### src/rtl/imem_loader_if.sv
// Loader-side bundle for imem_loader: boot byte stream in, instruction-memory
// write port and boot status out. The loader connects through the slave modport.
interface imem_loader_if #(
  parameter int AW = 5
);
  logic          Start;
  logic [7:0]    InByte;
  logic          InValid;
  logic          InReady;
  logic          WrEn;
  logic [AW-1:0] WrAddr;
  logic [31:0]   WrData;
  logic          Busy;
  logic          Done;
  logic          Error;
  logic          CpuHold;
  logic [2:0]    DbgState;

  modport master (
    output Start, InByte, InValid,
    input  InReady, WrEn, WrAddr, WrData, Busy, Done, Error, CpuHold, DbgState
  );

  modport slave (
    input  Start, InByte, InValid,
    output InReady, WrEn, WrAddr, WrData, Busy, Done, Error, CpuHold, DbgState
  );
endinterface

### src/rtl/imem_loader.sv
// imem_loader: assembles big-endian 32-bit words from a boot byte stream and writes
// them to instruction memory from address 0. Optional check byte: IMEM_LOADER_CHECKSUM_EN.
module imem_loader #(
  parameter int WORDS = 32,
  parameter int AW    = 5
) (
  input logic          Clk,
  input logic          Clrn,
  imem_loader_if.slave bus
);
  // Handshake: a byte transfers on a rising edge where InValid and InReady are both 1.
  // InReady is decoded from the FSM state only, so it never depends on InValid/InByte.
  typedef enum logic [2:0] {
    IDLE  = 3'd0,
    COUNT = 3'd1,
    DATA  = 3'd2,
    WRITE = 3'd3,
`ifdef IMEM_LOADER_CHECKSUM_EN
    CHECK = 3'd4,
`endif
    DONE  = 3'd5,
    ERROR = 3'd6
  } state_t;

  localparam logic [7:0] MAX_N = 8'(WORDS);

  state_t        state_q, state_d;
  logic [AW-1:0] word_idx;
  logic [1:0]    byte_idx;
  logic [AW:0]   n_q;
  logic [23:0]   asm_q;
  logic [AW-1:0] wr_addr_q;
  logic [31:0]   wr_data_q;
`ifdef IMEM_LOADER_CHECKSUM_EN
  logic [7:0]    xor_q;
`endif
  logic          in_ready, wr_en, busy, done, error, cpu_hold;
  logic          acc, count_bad, last_word;

  assign acc       = bus.InValid & in_ready;
  assign count_bad = (bus.InByte == 8'd0) || (bus.InByte > MAX_N);
  assign last_word = ({1'b0, word_idx} + (AW+1)'(1)) == n_q;

  always_ff @(posedge Clk) begin
    if (!Clrn) state_q <= IDLE;
    else       state_q <= state_d;
  end

  always_comb begin
    state_d  = state_q;
    in_ready = 1'b0;
    wr_en    = 1'b0;
    busy     = 1'b0;
    done     = 1'b0;
    error    = 1'b0;
    cpu_hold = 1'b1;
    unique case (state_q)
      IDLE: if (bus.Start) state_d = COUNT;
      COUNT: begin
        in_ready = 1'b1;
        busy     = 1'b1;
        if (acc) state_d = count_bad ? ERROR : DATA;
      end
      DATA: begin
        in_ready = 1'b1;
        busy     = 1'b1;
        if (acc && byte_idx == 2'd3) state_d = WRITE;
      end
      WRITE: begin
        wr_en = 1'b1;
        busy  = 1'b1;
        if (last_word) begin
`ifdef IMEM_LOADER_CHECKSUM_EN
          state_d = CHECK;
`else
          state_d = DONE;
`endif
        end else begin
          state_d = DATA;
        end
      end
`ifdef IMEM_LOADER_CHECKSUM_EN
      CHECK: begin
        in_ready = 1'b1;
        busy     = 1'b1;
        if (acc) state_d = (bus.InByte == xor_q) ? DONE : ERROR;
      end
`endif
      DONE: begin
        done     = 1'b1;
        cpu_hold = 1'b0;
        if (bus.Start) state_d = COUNT;
      end
      ERROR: begin
        error = 1'b1;
        if (bus.Start) state_d = COUNT;
      end
      default: state_d = IDLE;
    endcase
  end

  // Write address/data are captured with the 4th byte so WRITE drives registers only.
  always_ff @(posedge Clk) begin
    if (!Clrn) begin
      word_idx  <= '0;
      byte_idx  <= '0;
      n_q       <= '0;
      asm_q     <= '0;
      wr_addr_q <= '0;
      wr_data_q <= '0;
`ifdef IMEM_LOADER_CHECKSUM_EN
      xor_q     <= '0;
`endif
    end else begin
      case (state_q)
        COUNT: if (acc) begin
          n_q      <= bus.InByte[AW:0];
          word_idx <= '0;
          byte_idx <= '0;
`ifdef IMEM_LOADER_CHECKSUM_EN
          xor_q    <= bus.InByte;  // fresh XOR for the session, seeded with the count
`endif
        end
        DATA: if (acc) begin
          asm_q    <= {asm_q[15:0], bus.InByte};
          byte_idx <= byte_idx + 2'd1;
`ifdef IMEM_LOADER_CHECKSUM_EN
          xor_q    <= xor_q ^ bus.InByte;
`endif
          if (byte_idx == 2'd3) begin
            wr_addr_q <= word_idx;
            wr_data_q <= {asm_q, bus.InByte};
          end
        end
        WRITE: word_idx <= word_idx + AW'(1);
        default: ;
      endcase
    end
  end

  assign bus.InReady  = in_ready;
  assign bus.WrEn     = wr_en;
  assign bus.WrAddr   = wr_addr_q;
  assign bus.WrData   = wr_data_q;
  assign bus.Busy     = busy;
  assign bus.Done     = done;
  assign bus.Error    = error;
  assign bus.CpuHold  = cpu_hold;
  assign bus.DbgState = state_q;
endmodule
### src/flat_wrapper.sv
// flat-port wrapper written by rule: the top's interface ports become plain ports
module imem_loader_flat 
#(
  parameter int WORDS = 32,
  parameter int AW    = 5
)
  (Clk, Clrn, bus_Start, bus_InByte, bus_InValid, bus_InReady, bus_WrEn, bus_WrAddr, bus_WrData, bus_Busy, bus_Done, bus_Error, bus_CpuHold, bus_DbgState);
  imem_loader_if #(.AW(AW)) bus_i ();
  input logic Clk;
  input logic Clrn;
  input wire logic [$bits(bus_i.Start)-1:0] bus_Start;
  input wire logic [$bits(bus_i.InByte)-1:0] bus_InByte;
  input wire logic [$bits(bus_i.InValid)-1:0] bus_InValid;
  output wire logic [$bits(bus_i.InReady)-1:0] bus_InReady;
  output wire logic [$bits(bus_i.WrEn)-1:0] bus_WrEn;
  output wire logic [$bits(bus_i.WrAddr)-1:0] bus_WrAddr;
  output wire logic [$bits(bus_i.WrData)-1:0] bus_WrData;
  output wire logic [$bits(bus_i.Busy)-1:0] bus_Busy;
  output wire logic [$bits(bus_i.Done)-1:0] bus_Done;
  output wire logic [$bits(bus_i.Error)-1:0] bus_Error;
  output wire logic [$bits(bus_i.CpuHold)-1:0] bus_CpuHold;
  output wire logic [$bits(bus_i.DbgState)-1:0] bus_DbgState;
  assign bus_i.Start = bus_Start;
  assign bus_i.InByte = bus_InByte;
  assign bus_i.InValid = bus_InValid;
  assign bus_InReady = bus_i.InReady;
  assign bus_WrEn = bus_i.WrEn;
  assign bus_WrAddr = bus_i.WrAddr;
  assign bus_WrData = bus_i.WrData;
  assign bus_Busy = bus_i.Busy;
  assign bus_Done = bus_i.Done;
  assign bus_Error = bus_i.Error;
  assign bus_CpuHold = bus_i.CpuHold;
  assign bus_DbgState = bus_i.DbgState;
  imem_loader #(.WORDS(WORDS), .AW(AW)) u_core (.Clk(Clk), .Clrn(Clrn), .bus(bus_i));
endmodule
### config.mk
export PLATFORM = sky130hd
export DESIGN_NAME = imem_loader_flat
export DESIGN_NICKNAME = d
export VERILOG_FILES = /design/src/rtl/imem_loader_if.sv /design/src/rtl/imem_loader.sv /design/src/flat_wrapper.sv
export SDC_FILE = /design/constraint.sdc
export NUM_CORES = 1
export LEC_CHECK = 0
export ABC_AREA = 1
export CORE_ASPECT_RATIO = 0.6
export CORE_MARGIN = 2
export CORE_UTILIZATION = 40
export DETAILED_ROUTE_END_ITERATION = 6
export PLACE_DENSITY = 0.73
export SLEW_MARGIN = 20
export SYNTH_ARGS = -nofsm -noshare
export SYNTH_HDL_FRONTEND = slang
export SYNTH_SLANG_ARGS = --single-unit
### constraint.sdc
create_clock -name Clk -period 1.69 [get_ports Clk]
set_input_delay 0.169 -clock Clk [delete_from_list [all_inputs] [get_ports Clk]]
set_output_delay 0.169 -clock Clk [all_outputs]
set_load 0.01 [all_outputs]
Word-level counts from Yosys, hierarchy flattened
Cells that the tools add are included.
{"block": "op_classes", "multipliers": 0, "addsub": 3, "div_mod_pow": 0, "shifts": 0, "order_cmp": 1, "n_reduce_logical": 15, "n_eq_ne": 11, "mux": 17, "bitwise": 1}
{"cell": "$mux 3", "count": 5}
{"cell": "$pmux 3 s4", "count": 1}
{"cell": "$pmux 5 s2", "count": 1}
{"cell": "$reduce_and 3->1", "count": 3}
{"cell": "$gt 8x6->1 const B", "count": 1}
{"cell": "$logic_not 8->1", "count": 1}
{"cell": "$ne 2x1->1 const B", "count": 4}
{"cell": "$add 5x1->6 const B", "count": 1}
{"cell": "$eq 3x2->1 const B", "count": 2}
{"cell": "$eq 3x3->1 const B", "count": 2}
{"cell": "$eq 6x6->1", "count": 1}
{"cell": "$mux 1", "count": 6}
{"cell": "$reduce_and 2->1", "count": 3}
{"cell": "$reduce_or 3->1", "count": 2}
{"cell": "$add 5x1->5 const B", "count": 1}
{"cell": "$mux 5", "count": 1}
{"cell": "$mux 2", "count": 2}
{"cell": "$pmux 2 s2", "count": 1}
{"cell": "$reduce_bool 2->1", "count": 2}
{"cell": "$eq 3x1->1 const B", "count": 1}
{"cell": "$logic_not 3->1", "count": 1}
{"cell": "$add 2x1->2 const B", "count": 1}
{"cell": "$eq 2x2->1 const B", "count": 1}
{"cell": "$reduce_or 2->1", "count": 1}
{"cell": "3 further kinds", "count": 3}
{"block": "word_totals", "elab_cells": 55, "latch_bits": 0, "mem_count": 0, "reg_bits": 77, "romBits": 0, "input_bits": 12, "mem_bits_rw": 0}

Logic depth before layout (Yosys ltp)
{"block": "depth", "ltp_word": 7, "mapped_depth": 13, "depth_no_buf": 13}

Worst setup path after synthesis
Ideal clock, no wire load.
{"block": "synth_path", "path_kind": "flip-flop to flip-flop", "start": "reg u_core.word_idx[0]", "end": "reg u_core.state_q[2], in the netlist u_core.bus.DbgState[2]", "t_arrival_ns": 1.405, "required_ns": 1.623, "stages_incl_launch_ff": 14, "setup_time_ns": 0.067, "path_slack_ns": 0.218, "path_cell_list": "dfxtp_1 ha_1 inv_1 nand2_1 nand2_1 nand2_1 nand2_1 nor2_1 nand3_1 nor2_1 nand2_1 nand2_1 nand2_1 a21oi_2"}
{"block": "synth_between", "elab_chain_cells": 4}
{"element": "from (decl)", "line": "imem_loader.sv:28", "text": "logic [AW-1:0] word_idx;"}
{"element": "from (signal assigned)", "line": "imem_loader.sv:135", "text": "WRITE: word_idx <= word_idx + AW'(1);"}
{"element": "$add 5x1->6", "line": "imem_loader.sv:42", "text": "assign last_word = ({1'b0, word_idx} + (AW+1)'(1)) == n_q;"}
{"element": "$eq 6x6->1", "line": "imem_loader.sv:42"}
{"element": "$mux 3", "line": "imem_loader.sv:72", "text": "if (last_word) begin"}
{"element": "$pmux 3 s4", "line": "imem_loader.sv:57", "text": "unique case (state_q)"}
{"element": "to (signal assigned)", "line": "imem_loader.sv:46", "text": "else state_q <= state_d;"}
{"element": "to (decl)", "line": "imem_loader.sv:27", "text": "state_t state_q, state_d;"}
No other way between the ends.
A chain may end at the register's enable or synchronous reset.

Worst setup path in the final report
{"block": "layout_path", "start": "reg u_core.state_q[1], in the netlist u_core.bus.DbgState[1]", "end": "out bus_Busy"}
{"block": "layout_between", "elab_chain_cells": 3, "elab_cells_between_ends": 5, "cone_classes": "eq/ne (3); mux (1); reduce/logical (1)"}
{"element": "$eq 3x2->1 or $eq 3x1->1 (tied branches)", "line": "imem_loader.sv:57"}
{"element": "$reduce_or 3->1 (no line) *"}
{"element": "$mux 1 *", "line": "imem_loader.sv:57"}
{"element": "to (decl)", "line": "flat_wrapper.sv:18", "text": "output wire logic [$bits(bus_i.Busy)-1:0] bus_Busy;"}
Mark *: on every way between the ends. The rest lies on a longest branch, timed or not.

==> results by group <==
GRT
  – Remaining global-route overflow: 0
  – GR Util met1: 0.259
  – Met2 usage: 0.300
  – Most crowded layer after global routing: met2
  – Initial antenna violation count: 0
  – Largest net degree at the start of global routing: 30
  – GRT met3 Usage: 0.0782
  – First-pass GRT wire length: between 10000 and 15000 µm
  – Gr usage total: 0.196
  – Number of global-route vias before repair: approximately 2800

Synth
  – Main combinational cell family by area after synthesis: simple AND/OR/NAND/NOR gates
  – Synthesized area per cell: between 7 and 8 µm²
  – Area contributors post-synth: dfxtp_1 47%, nand2_1 10%, a21oi_1 7.1%, nand3_2 6.1%, nor2_1 5.6%
  – #FFs+latches synth: between 70 and 80
  – Warnings from Yosys: 0
  – Syn_nets: 428
  – Area fraction in compound gates after synthesis: 0.151
  – Yosys top cell area share: 0.467
  – Seq/Total Area, Yosys: 0.467
  – Mapped Cells: between 400 and 500
  – Area leader, netlist: dfxtp_1
  – Post-synth cell types: 34
  – Xor/xnor share of the synthesized area: 0.00265
  – Post-synthesis adder-cell area fraction: 0.00758
  – Proportion of synthesized area in mux cells: 0
  – Synth Area in Simple Gates: 0.290
  – Synthesized area: about 3300 µm²

Timing
  – RSZ-0062 raised after global routing: false
  – Final Critical Period: approximately 1.6 ns
  – Max Freq: about 630 MHz
  – Final Hold Fails: 0
  – Slew at the pin closest to its max-slew limit: ~0.34 ns
  – Clk_skew: about 0.0057 ns
  – Setup TNS: 0 ns
  – Tcrit/Tclk final: 0.939
  – Relative slew margins: 0.771
  – Count of pins over their slew limit: 0
  – Final setup fails: 0

Power and ir drop
  – Sw Share: 0.300
  – P_leak: 0.00158 µW
  – Comb pwr share: 0.205
  – Power Dens Cells: ~1200 nW/µm²
  – Overall power: a little over 5000 µW
  – Clk pwr share: 0.383
  – Flop pwr share: 0.412
  – Maximum vdd drop: approximately 0.5 mV
  – P_int: roughly 3600 µW
  – Psw: 1550 µW

Layout
  – Final Util: 0.546
  – Fin cells: around 590
  – Share of layout cells above drive strength 1: 0.188
  – Final Cell Area: roughly 4300 µm²
  – Area Overhead vs Synth: 31.5%
  – Nets: around 490
  – N_diodes: 0

Clock network
  – Root Driver: clkbuf_16
  – Clock Tree Buf Depth: 2
  – CTS tree: yes
  – CTS buffer count: 9
  – Clock Pin Slew Worst Setup and Hold Paths: around 0.060 ns
  – Clock Latency Late Sink: 0.34 ns
  – TritonCTS Sinks: a little under 80
  – H-tree Lvls: 3
  – Post-CTS Setup Bufs: 0

Placed design
  – Post-DP Area: around 4000 µm²
  – Post-DP HPWL: around 5700 µm
  – PortBufs: 57
  – Gpl congestion: a little under 0.8
  – # placed instances: between 500 and 600

Die
  – Core box area: 7950 µm²
  – DIE AREA: 9020 µm²
  – # IOs: 58
  – Die height: approximately 74 µm
  – Row count: 25
  – Initial Util: 0.415
  – Die Wd: 121 µm

Critical path
  – Crit path required time: 1.52 ns
  – CP max FO: 4
  – Crit path arrival time: 1.42 ns
  – Slowest stage delay, CP: around 0.33 ns
  – Buf/Inv on CP: 4
  – Worst Setup Start Kind: flop
  – Cells along the critical path: inv_2, nor2_4, nand2_4, inv_2, nor2_2, inv_1, dlygate4sd2_1
  – Top Family by Delay on Critical Path: buffers and inverters
  – Crit Path Category: reg2out
  – Slowest CP cell: dfxtp_1
  – Cell mode on critical path: inv_2
  – Element type at the critical path end: primary output

Routing
  – Pre-antenna DRT Iters: 4
  – DR WL/cell: 13.7 µm
  – Final wirelength: between 8000 and 9000 µm
  – DR vias/cell: 4.91
  – DRT iter0 DRCs: between 150 and 200
  – Post-route ant nets: 0
  – Vias: a little under 3000
  – DRC: 0

Worst hold path
  – Worst min-delay path class: in2reg

Run status
  – Outcome: finished, final reports clean

Flow run
  – Maxcap violations: 0
-- synth_stat cells, drive strengths merged --
master,instances
a31oi,2
clkbuf,7
nand3,45
nor3,1
inv,22
nor2,55
nand3b,1
o21ai,29
a21oi,57
o21bai,1
nand4,2
nand2,92
a211oi,1
xnor2,1
clkinv,2
dfxtp,77
ha,2
buf,17
-- metrics by stage --
stage	setup slack, ns	hold WS (ns)
finish	0.104	0.450
detailed placement	0.0448	0.453
global placement	0.0915	0.451
CTS	0.0919	0.435
global route	0.00133	0.448
floorplan	0.218	0.277
-- power by group through the flow --
stage | logic, µW | clock network (µW) | registers, µW
6_report | 1060 | 1980 | 2130
5_1_grt | 1170 | 2100 | 2150
4_1_cts | 1060 | 2020 | 2130
3_5_place_dp | 1080 | 0 | 2160
3_3_place_gp | 1040 | 0 | 2150
2_1_floorplan | 758 | 0 | 2140
-- area by class of cell --
class,count,area [µm²]
clock buffers,11,253
repair buffers,77,763
flip-flops and latches,77,1540
multi-input cells,289,1500
clock inverters,5,57.6
inverters,24,92.6
fillers,748,3600
well taps,108,135
-- placed cells by master, fill, tap and decap left out, drive strengths merged --
master,n
clkdlybuf4s50,51
a31oi,2
clkinv,5
a211oi,1
nor2,55
nand4,2
o21ai,29
ha,2
dfxtp,77
nand2,92
clkbuf,11
o21bai,1
nor3,1
buf,20
inv,23
bufinv,1
nand3,45
nand3b,1
dlygate4sd2,6
a21oi,57
xnor2,1
-- timing repair --
action | CTS | global route
endpoints found under the hold margin | 0 | 0
gates resized for setup | 9 | 1
setup endpoints to repair | 6 | 2
hold buffers | 0 | 0
-- layer usage --
| layer | vias up | routed length, µm |
|---|---|---|
| met5 | - | 0 |
| met4 | 0 | 95 |
| met3 | 11 | 513 |
| met2 | 55 | 3680 |
| met1 | 1338 | 3840 |
| li1 | 1497 | - |
-- sequential cells by signal (all words and copies together) (netlist names) --
register	cells
u_core.bus.WrData	32
u_core.asm_q	24
u_core.n_q	6
u_core.bus.WrAddr	5
u_core.word_idx	5
u_core.bus.DbgState	3
u_core.byte_idx	2
-- worst paths after layout --
| kind | start | endpoint | slack, ns | cells after the start |
|---|---|---|---|---|
| worst max register to register | u_core.bus.DbgState[1]$_SDFFE_PN0P_ | u_core.bus.WrAddr[3]$_SDFFE_PN0P_ | 0.15 | 8 |
| worst min register to register | u_core.bus.WrData[11]$_SDFFE_PN0P_ | u_core.bus.WrData[11]$_SDFFE_PN0P_ | 0.46 | 2 |
| worst max-delay path | u_core.bus.DbgState[1]$_SDFFE_PN0P_ | bus_Busy | 0.10 | 7 |
| worst min-delay path | bus_InValid | u_core.byte_idx[0]$_SDFFE_PN0P_ | 0.45 | 2 |
-- logic make-up after synthesis --
family	Yosys count
XOR/XNOR	1
buffers and inverters	48
flip-flops	77
adder cells (fa/ha/maj)	2
AO/OA/AOI/OAI	90
AND/OR/NAND/NOR	196
Power figures use the tool's default switching activity.
